`src/rtl/ror_l_pkg.sv`:
```
// Shared constants for the single-position rotator: default width and
// the direction encoding used on the rr select.
package ror_l_pkg;

  localparam int unsigned DEFAULT_WIDTH = 8;

  localparam logic DIR_RIGHT = 1'b1;
  localparam logic DIR_LEFT  = 1'b0;

endpackage

```
`src/rtl/ror_l_rot_stage.sv`:
```
// Combinational rotate network: fixed-wire right and left rotates by DIST,
// then a per-bit 2:1 select on the direction input.
module rot_stage
  import ror_l_pkg::*;
#(
  parameter int unsigned WIDTH = DEFAULT_WIDTH,
  parameter int unsigned DIST  = 1
) (
  input  logic [WIDTH-1:0] a_i,
  input  logic             rr_i,
  output logic [WIDTH-1:0] r_o
);

  logic [WIDTH-1:0] rot_right;
  logic [WIDTH-1:0] rot_left;

  // Indices are folded at elaboration, so each bit is a plain wire.
  for (genvar i = 0; i < WIDTH; i++) begin : g_bit
    localparam int unsigned RightSrc = (i + DIST) % WIDTH;
    localparam int unsigned LeftSrc  = (i + WIDTH - (DIST % WIDTH)) % WIDTH;
    assign rot_right[i] = a_i[RightSrc];
    assign rot_left[i]  = a_i[LeftSrc];
  end

  always_comb begin
    r_o = rot_left;
    unique case (rr_i)
      DIR_RIGHT: r_o = rot_right;
      DIR_LEFT:  r_o = rot_left;
      default:   r_o = rot_left;
    endcase
  end

endmodule

```
`src/rtl/ror_l.sv`:
```
// Registered single-position bidirectional rotator: rot_stage feeding one
// output register with synchronous active-high reset.
module ror_l
  import ror_l_pkg::*;
#(
  parameter int unsigned WIDTH = DEFAULT_WIDTH,
  parameter int unsigned DIST  = 1
) (
  input  logic             clk,
  input  logic             reset,
  input  logic [WIDTH-1:0] a,
  input  logic             rr,
  output logic [WIDTH-1:0] r
);

  logic [WIDTH-1:0] r_d;
  logic [WIDTH-1:0] r_q;

  rot_stage #(
    .WIDTH (WIDTH),
    .DIST  (DIST)
  ) u_rot_stage (
    .a_i  (a),
    .rr_i (rr),
    .r_o  (r_d)
  );

  always_ff @(posedge clk) begin
    if (reset) begin
      r_q <= '0;
    end else begin
      r_q <= r_d;
    end
  end

  assign r = r_q;

endmodule

```
`config.mk`:
```
export PLATFORM = sky130hd
export DESIGN_NAME = ror_l
export DESIGN_NICKNAME = d
export VERILOG_FILES = /design/src/rtl/ror_l_pkg.sv /design/src/rtl/ror_l_rot_stage.sv /design/src/rtl/ror_l.sv
export SDC_FILE = /design/constraint.sdc
export NUM_CORES = 1
export LEC_CHECK = 0
export BUFFER_PORTS_ARGS = -buffer_cell sky130_fd_sc_hd__buf_2
export CAP_MARGIN = 20
export CELL_PAD_IN_SITES_DETAIL_PLACEMENT = 1
export CELL_PAD_IN_SITES_GLOBAL_PLACEMENT = 1
export CORE_AREA = 2 2 39 41
export DETAILED_ROUTE_END_ITERATION = 6
export DIE_AREA = 0 0 41 43
export GPL_TIMING_DRIVEN = 1
export PLACE_DENSITY = 0.61
export SYNTH_ARGS = -nofsm -noshare
export SYNTH_HDL_FRONTEND = slang
export SYNTH_HIERARCHICAL = 1
export SYNTH_SLANG_ARGS = --single-unit
```
`constraint.sdc`:
```
create_clock -name clk -period 1.1 [get_ports clk]
set_input_delay 0.22 -clock clk [delete_from_list [all_inputs] [get_ports clk]]
set_output_delay 0.22 -clock clk [all_outputs]
set_load 0.02 [all_outputs]
```
# Yosys cells after proc, flatten, opt, wreduce, memory -nomap -nowiden
# Index checks and enable logic that the tools add are counted.
# classes
muxes	1
bitwise_logic	1
# op_table
operator	n
$pmux W8 S2	1
$not A1 Y1	1
# word_totals
reg_bits	8
in_bits	11
elab_cells	3
output_inout_bits	8

# Depth between registers and ports, before layout
# Gate-level depths: netlist of run 1.
# logic_depth
word_depth	2
depth_mapped	3
ltp_nobuf	2

# By module
# The synthesis of run 1 kept the hierarchy.
# by_module_without_submodules
mod	cells_each	area_per_inst_um2	n_inst	seq_area_each_um2
ror_l	16	210.2	1	160.2
rot_stage	9	131.4	1	0.0

# Worst setup path after synthesis of run 1
# Ideal clock, no wire load.
# synth_timing
kind	in2reg
from	in rr
to	reg r_q[0], in the netlist r[0]
arrival_time_ns	0.753
n_path_buf	1
setup_ns	0.114
cell_stages	3
path_slack_ns	0.233
t_required_ns	0.986
cell_sequence	buf_6 -> mux2_4 -> nor2b_1
# synth_between
elab_chain_cells	2
# synth_lines
element	line_no	source
start, declared	ror_l.sv:12	input logic rr,
$not A1 Y1	ror_l_rot_stage.sv:27	unique case (rr_i)
$pmux W8 S2 *	ror_l_rot_stage.sv:27	
via r_d[0]	ror_l.sv:16	logic [WIDTH-1:0] r_d;
end signal, assigned	ror_l.sv:32	r_q <= r_d;
end, declared	ror_l.sv:17	logic [WIDTH-1:0] r_q;
# The timed path passes the listed nets; every way through them passes the cells marked *.
# A chain may end at the register's enable or synchronous reset.

# Worst setup path after layout of run 1
# layout_timing
from	reg r_q[4], in the netlist r[4]
to	out r[4]
# layout_lines
element	line_no	source
end, declared	ror_l.sv:13	output logic [WIDTH-1:0] r
# No word-level cell between the ends.

==> impl_metrics.env, run 1 <==
export IMPL_clkTransAtPathRegs_ns=0.05
export IMPL_initial_core_util_pct=24.68
export IMPL_syn_nets=36
export IMPL_cts_sinks=8
export IMPL_total_power_mw=0.6503
export IMPL_row_count=14
export IMPL_cts_htree_levels=1
export IMPL_syn_inst=25
export IMPL_io_pins=19
export IMPL_fillCellCount=160
export IMPL_ant_nets=0
export IMPL_n_antenna_cell=0
export IMPL_die_area_um2=1763
export IMPL_cp_num_cells=1
export IMPL_synth_ff_type="dfxtp_1"
export IMPL_die_w_um=41
export IMPL_core_area_um2=1384
export IMPL_root_buffer="clkbuf_4"
export IMPL_cts_buffers=3
export IMPL_cp_required_ns=0.88
export IMPL_yosys_area_share_simple_pct=14.65
export IMPL_yosys_warnings=6
export IMPL_multiInputGateArea_um2=170.2
export IMPL_final_core_util_pct=33.45
export IMPL_syn_avg_cell_area_um2=13.66
export IMPL_hold_buffers=0
export IMPL_synth_top_cell_by_area="dfxtp_1"
export IMPL_setup_viol=0
export IMPL_crit_type="flip-flop to output pin"
export IMPL_grt_pass1_wl_um=903
export IMPL_synthAdderAreaFrac_pct=0
export IMPL_dieHeight_um=43
export IMPL_cp_endpoint="r[4]"
export IMPL_cts_tree="yes"
export IMPL_finalSetupTns_ns=0
export IMPL_place_area_um2=440.4
export IMPL_hold_class="input port to flip-flop"
export IMPL_leakage_nw=0.2411
export IMPL_crit_path_end_kind="output pin"
export IMPL_synth_xor_area_share_pct=0
export IMPL_syn_to_final_growth_pct=35.53
export IMPL_wl_per_cell_um=9.279
export IMPL_maxCapViolCount=0
export IMPL_slew_viol_final=0
export IMPL_outcome="completed"
export IMPL_finalCritPeriodShare_pct=83.63
export IMPL_antenna_found_initial=0
export IMPL_cp_cell_sequence="buf_2"
export IMPL_relSlewSlack_pct=84.41
export IMPL_fmax_ghz=1.087
export IMPL_tightest_slew_ns=0.2339
export IMPL_grt_max_degree=9
export IMPL_synth_top_family_by_area="multiplexers"
export IMPL_post_drt_via_cell_ratio=3.967
export IMPL_vias=242
export IMPL_layout_nets=58
export IMPL_muxShareOfSynthArea_pct=35.16
export IMPL_synth_area_um2=341.6
export IMPL_cts_setup_buffers=0
export IMPL_cp_startpoint="r[4]$_SDFF_PP0_"
export IMPL_power_density_nw_per_um2=1405
export IMPL_grtUsageTotal_pct=7.839
export IMPL_grt_setup_unrepaired="no"
export IMPL_period_needed_ns=0.9199
export IMPL_irDropWorstVdd_mv=0.2953
export IMPL_cts_buffer_depth=2
export IMPL_ys_async_sr_fraction_pct=0
export IMPL_synth_area_leaders="dfxtp_1 (47%), mux2_4 (35%), nor2b_1 (15%), buf_6 (3.3%)"
export IMPL_routed_wl_um=566
export IMPL_drc=0
export IMPL_synthDistinctLibCells=4
export IMPL_synth_edf_count=0
export IMPL_design_area_um2=462.9
export IMPL_place_congestion=0.5603
export IMPL_ys_seq_area_share_pct=46.89
export IMPL_worst_path_buf_inv=1
export IMPL_path_max_fanout=1
export IMPL_portBuffers=18
export IMPL_timing_hold_ws_ns=0.2290
export IMPL_first_pass_iters=1
export IMPL_drive_above_1_share_pct=64.44
export IMPL_grt_ovfl_total=0
export IMPL_critPathArrivalTime_ns=0.70
export IMPL_synthTopCellsByCount="dfxtp_1 (8), mux2_4 (8), nor2b_1 (8)"
export IMPL_cp_start_kind="flip-flop"
export IMPL_critPathMaxStageDelay_ns=0.30
export IMPL_ys_ff_latch=8
export IMPL_largest_reg_flops=8
export IMPL_seq_area_um2=160.2
export IMPL_hold_violations=0
export IMPL_grt_pass1_vias=217
export IMPL_cp_slowest_cell="dfxtp_1"
export IMPL_netlist_area_leader_share_pct=46.89
export IMPL_synth_compound_area_share_pct=0
export IMPL_cpLargestDelayFamily="flip-flops"
export IMPL_drt_initial_drc_count=0
export IMPL_cts_resized=0
layer usage:
| metal | routed length, um | track usage, % | vias to the layer above |
|---|---|---|---|
| met5 | 0 | 0 | - |
| met4 | 0 | 8.000 | 0 |
| met3 | 85 | 1.571 | 0 |
| met2 | 271 | 10.63 | 14 |
| met1 | 209 | 9.355 | 106 |
| li1 | - | - | 122 |
report_power, final:
| part | switching (mW) | internal, mW | total (mW) | leakage (nW) |
|---|---|---|---|---|
| sequential | 0.00367 | 0.310 | 0.314 | 0.0667 |
| combinational | 0.0580 | 0.0695 | 0.127 | 0.161 |
| clock | 0.0854 | 0.124 | 0.209 | 0.0138 |
layout make-up:
type	count	share of cell area (%)
Tap cell	16	4.324
Timing Repair Buffer	18	19.46
Clock buffer	3	4.865
Multi-Input combinational cell	16	36.76
Sequential cell	8	34.59
metrics by stage:
step,cells,setup slack (ns)
2_1_floorplan,25,0.2331
3_3_place_gp,58,0.08082
3_5_place_dp,58,0.07621
4_1_cts,61,0.1609
5_1_grt,61,0.1253
6_report,61,0.1801
worst min-delay path by stage:
stage	startpoint	endpoint	cells past startpoint
final	reset	r[6]$_SDFF_PP0_	2
after floorplan	reset	r[0]$_SDFF_PP0_	1
after CTS	reset	r[5]$_SDFF_PP0_	2
after global placement	reset	r[2]$_SDFF_PP0_	2
after detailed placement	reset	r[5]$_SDFF_PP0_	2
after global routing	reset	r[4]$_SDFF_PP0_	2
cell usage in the layout, fill, tap and decap left out, drive strengths merged:
cell	count
dfxtp	8
nor2b	8
buf	18
clkbuf	3
mux2	8
kinds of logic (layout without fill, tap and decap cells):
group,after synthesis,in the layout
buffers and inverters,1,21
flip-flops,8,8
AND/OR/NAND/NOR,8,8
multiplexers,8,8
No activity file was read; power rests on OpenSTA's default activity.
==> inputs of run 2 (changes only) <==
==> constraint.sdc (replaced) <==
create_clock -name clk -period 0.9 [get_ports clk]
set_input_delay 0.18 -clock clk [delete_from_list [all_inputs] [get_ports clk]]
set_output_delay 0.18 -clock clk [all_outputs]
set_load 0.02 [all_outputs]
==> run 2 against run 1 <==
  * Clock-buffer cell count unchanged
  * Sequential share of layout area down 1.4 points
  * First-iteration DRC count unchanged
  * Worst setup slack worse by 0.16 ns
  * Clock power up 22%
  * Power up 25%
  * Sequential power up 23%
  * Global-route usage unchanged
  * Non-clock buffer count unchanged
==> impl_metrics.env, run 2 (synthesis gave the netlist of run 1 again) <==
export IMPL_finalSetupTns_ns=0
export IMPL_layout_nets=58
export IMPL_hold_buffers=0
export IMPL_power_density_nw_per_um2=1658
export IMPL_finalCritPeriodShare_pct=97.56
export IMPL_drc=0
export IMPL_multiInputGateArea_um2=170.2
export IMPL_maxCapViolCount=0
export IMPL_ant_nets=0
export IMPL_relSlewSlack_pct=84.41
export IMPL_crit_path_end_kind="output pin"
export IMPL_largest_reg_flops=8
export IMPL_cts_tree="yes"
export IMPL_n_antenna_cell=0
export IMPL_cp_slowest_cell="dfxtp_1"
export IMPL_grtUsageTotal_pct=7.839
export IMPL_routed_wl_um=569
export IMPL_fmax_ghz=1.139
export IMPL_root_buffer="clkbuf_4"
export IMPL_hold_violations=0
export IMPL_period_needed_ns=0.8781
export IMPL_crit_type="flip-flop to output pin"
export IMPL_hold_class="input port to flip-flop"
export IMPL_grt_pass1_vias=217
export IMPL_row_count=14
export IMPL_cts_resized=0
export IMPL_dieHeight_um=43
export IMPL_cts_setup_buffers=0
export IMPL_initial_core_util_pct=24.68
export IMPL_clkTransAtPathRegs_ns=0.05
export IMPL_slew_viol_final=0
export IMPL_syn_to_final_growth_pct=43.59
export IMPL_path_max_fanout=1
export IMPL_mostFrequentLayoutCell="buf_2"
export IMPL_first_pass_iters=1
export IMPL_place_area_um2=440.4
export IMPL_die_w_um=41
export IMPL_portBuffers=18
export IMPL_drt_initial_drc_count=0
export IMPL_grt_ovfl_total=0
export IMPL_setup_viol=0
export IMPL_outcome="completed"
export IMPL_grt_max_degree=9
export IMPL_grt_pass1_wl_um=903
export IMPL_critPathMaxStageDelay_ns=0.30
export IMPL_fillCellCount=154
export IMPL_wl_per_cell_um=9.328
export IMPL_die_area_um2=1763
export IMPL_vias=242
export IMPL_cpLargestDelayFamily="flip-flops"
export IMPL_place_congestion=0.5604
export IMPL_design_area_um2=490.5
export IMPL_drive_above_1_share_pct=68.89
export IMPL_cts_buffers=3
export IMPL_leakage_nw=0.2461
export IMPL_final_cell_mix="buf_2 (11), nor2b_1 (8), mux2_4 (8)"
export IMPL_timing_hold_ws_ns=0.1849
export IMPL_cts_buffer_depth=2
export IMPL_seq_area_um2=162.7
export IMPL_post_drt_via_cell_ratio=3.967
export IMPL_cts_htree_levels=1
export IMPL_cp_start_kind="flip-flop"
export IMPL_tightest_slew_ns=0.2339
export IMPL_cts_sinks=8
export IMPL_critPathArrivalTime_ns=0.70
export IMPL_cp_cell_sequence="buf_2"
export IMPL_worst_path_buf_inv=1
export IMPL_cp_required_ns=0.72
export IMPL_core_area_um2=1384
export IMPL_antenna_found_initial=0
export IMPL_io_pins=19
export IMPL_irDropWorstVdd_mv=0.3637
[run 2: changes by cell type in the layout (fill, tap and decap cells not counted)]
cell / change
buf_2: -7
buf_4: +5
buf_6: +2
dfxtp_1: -2
dfxtp_2: +2
[run 2: report_power, final]
group | leakage, nW | switching, mW | internal [mW]
Combinational | 0.165 | 0.0706 | 0.0997
Sequential | 0.0672 | 0.00679 | 0.380
Clock | 0.0138 | 0.105 | 0.151
[run 2: through the flow]
| step | util, % | power, mW | setup WS (ns) | std cells |
|---|---|---|---|---|
| 6_report | 35.44 | 0.8133 | 0.02195 | 61 |
| 5_1_grt | 35.44 | 0.8637 | -0.006378 | 61 |
| 4_1_cts | 33.45 | 0.8144 | 0.0008575 | 61 |
| 3_5_place_dp | 31.83 | 0.5497 | -0.08379 | 58 |
| 3_3_place_gp | 31.83 | 0.5472 | -0.07916 | 58 |
| 2_1_floorplan | - | 0.4953 | 0.07315 | 25 |
[run 2: per-layer routing]
layer	vias up	global-route usage [%]	part of all wire, %
met2	14	10.63	49
met5	-	0	0
met3	0	1.571	12
met1	106	9.355	38
li1	122	-	-
met4	0	8.000	0
[run 2: final timing paths]
path | from | to | slack, ns | depth (start not counted)
setup / recovery | r[5]$_SDFF_PP0_ | r[5] | 0.02 | 1
hold / removal | reset | r[7]$_SDFF_PP0_ | 0.18 | 2
[run 2: final cells by class]
type | instances | area share [%]
Multi-Input combinational cell | 16 | 34.69
Sequential cell | 8 | 33.16
Tap cell | 16 | 4.082
Timing Repair Buffer | 18 | 23.47
Clock buffer | 3 | 4.592
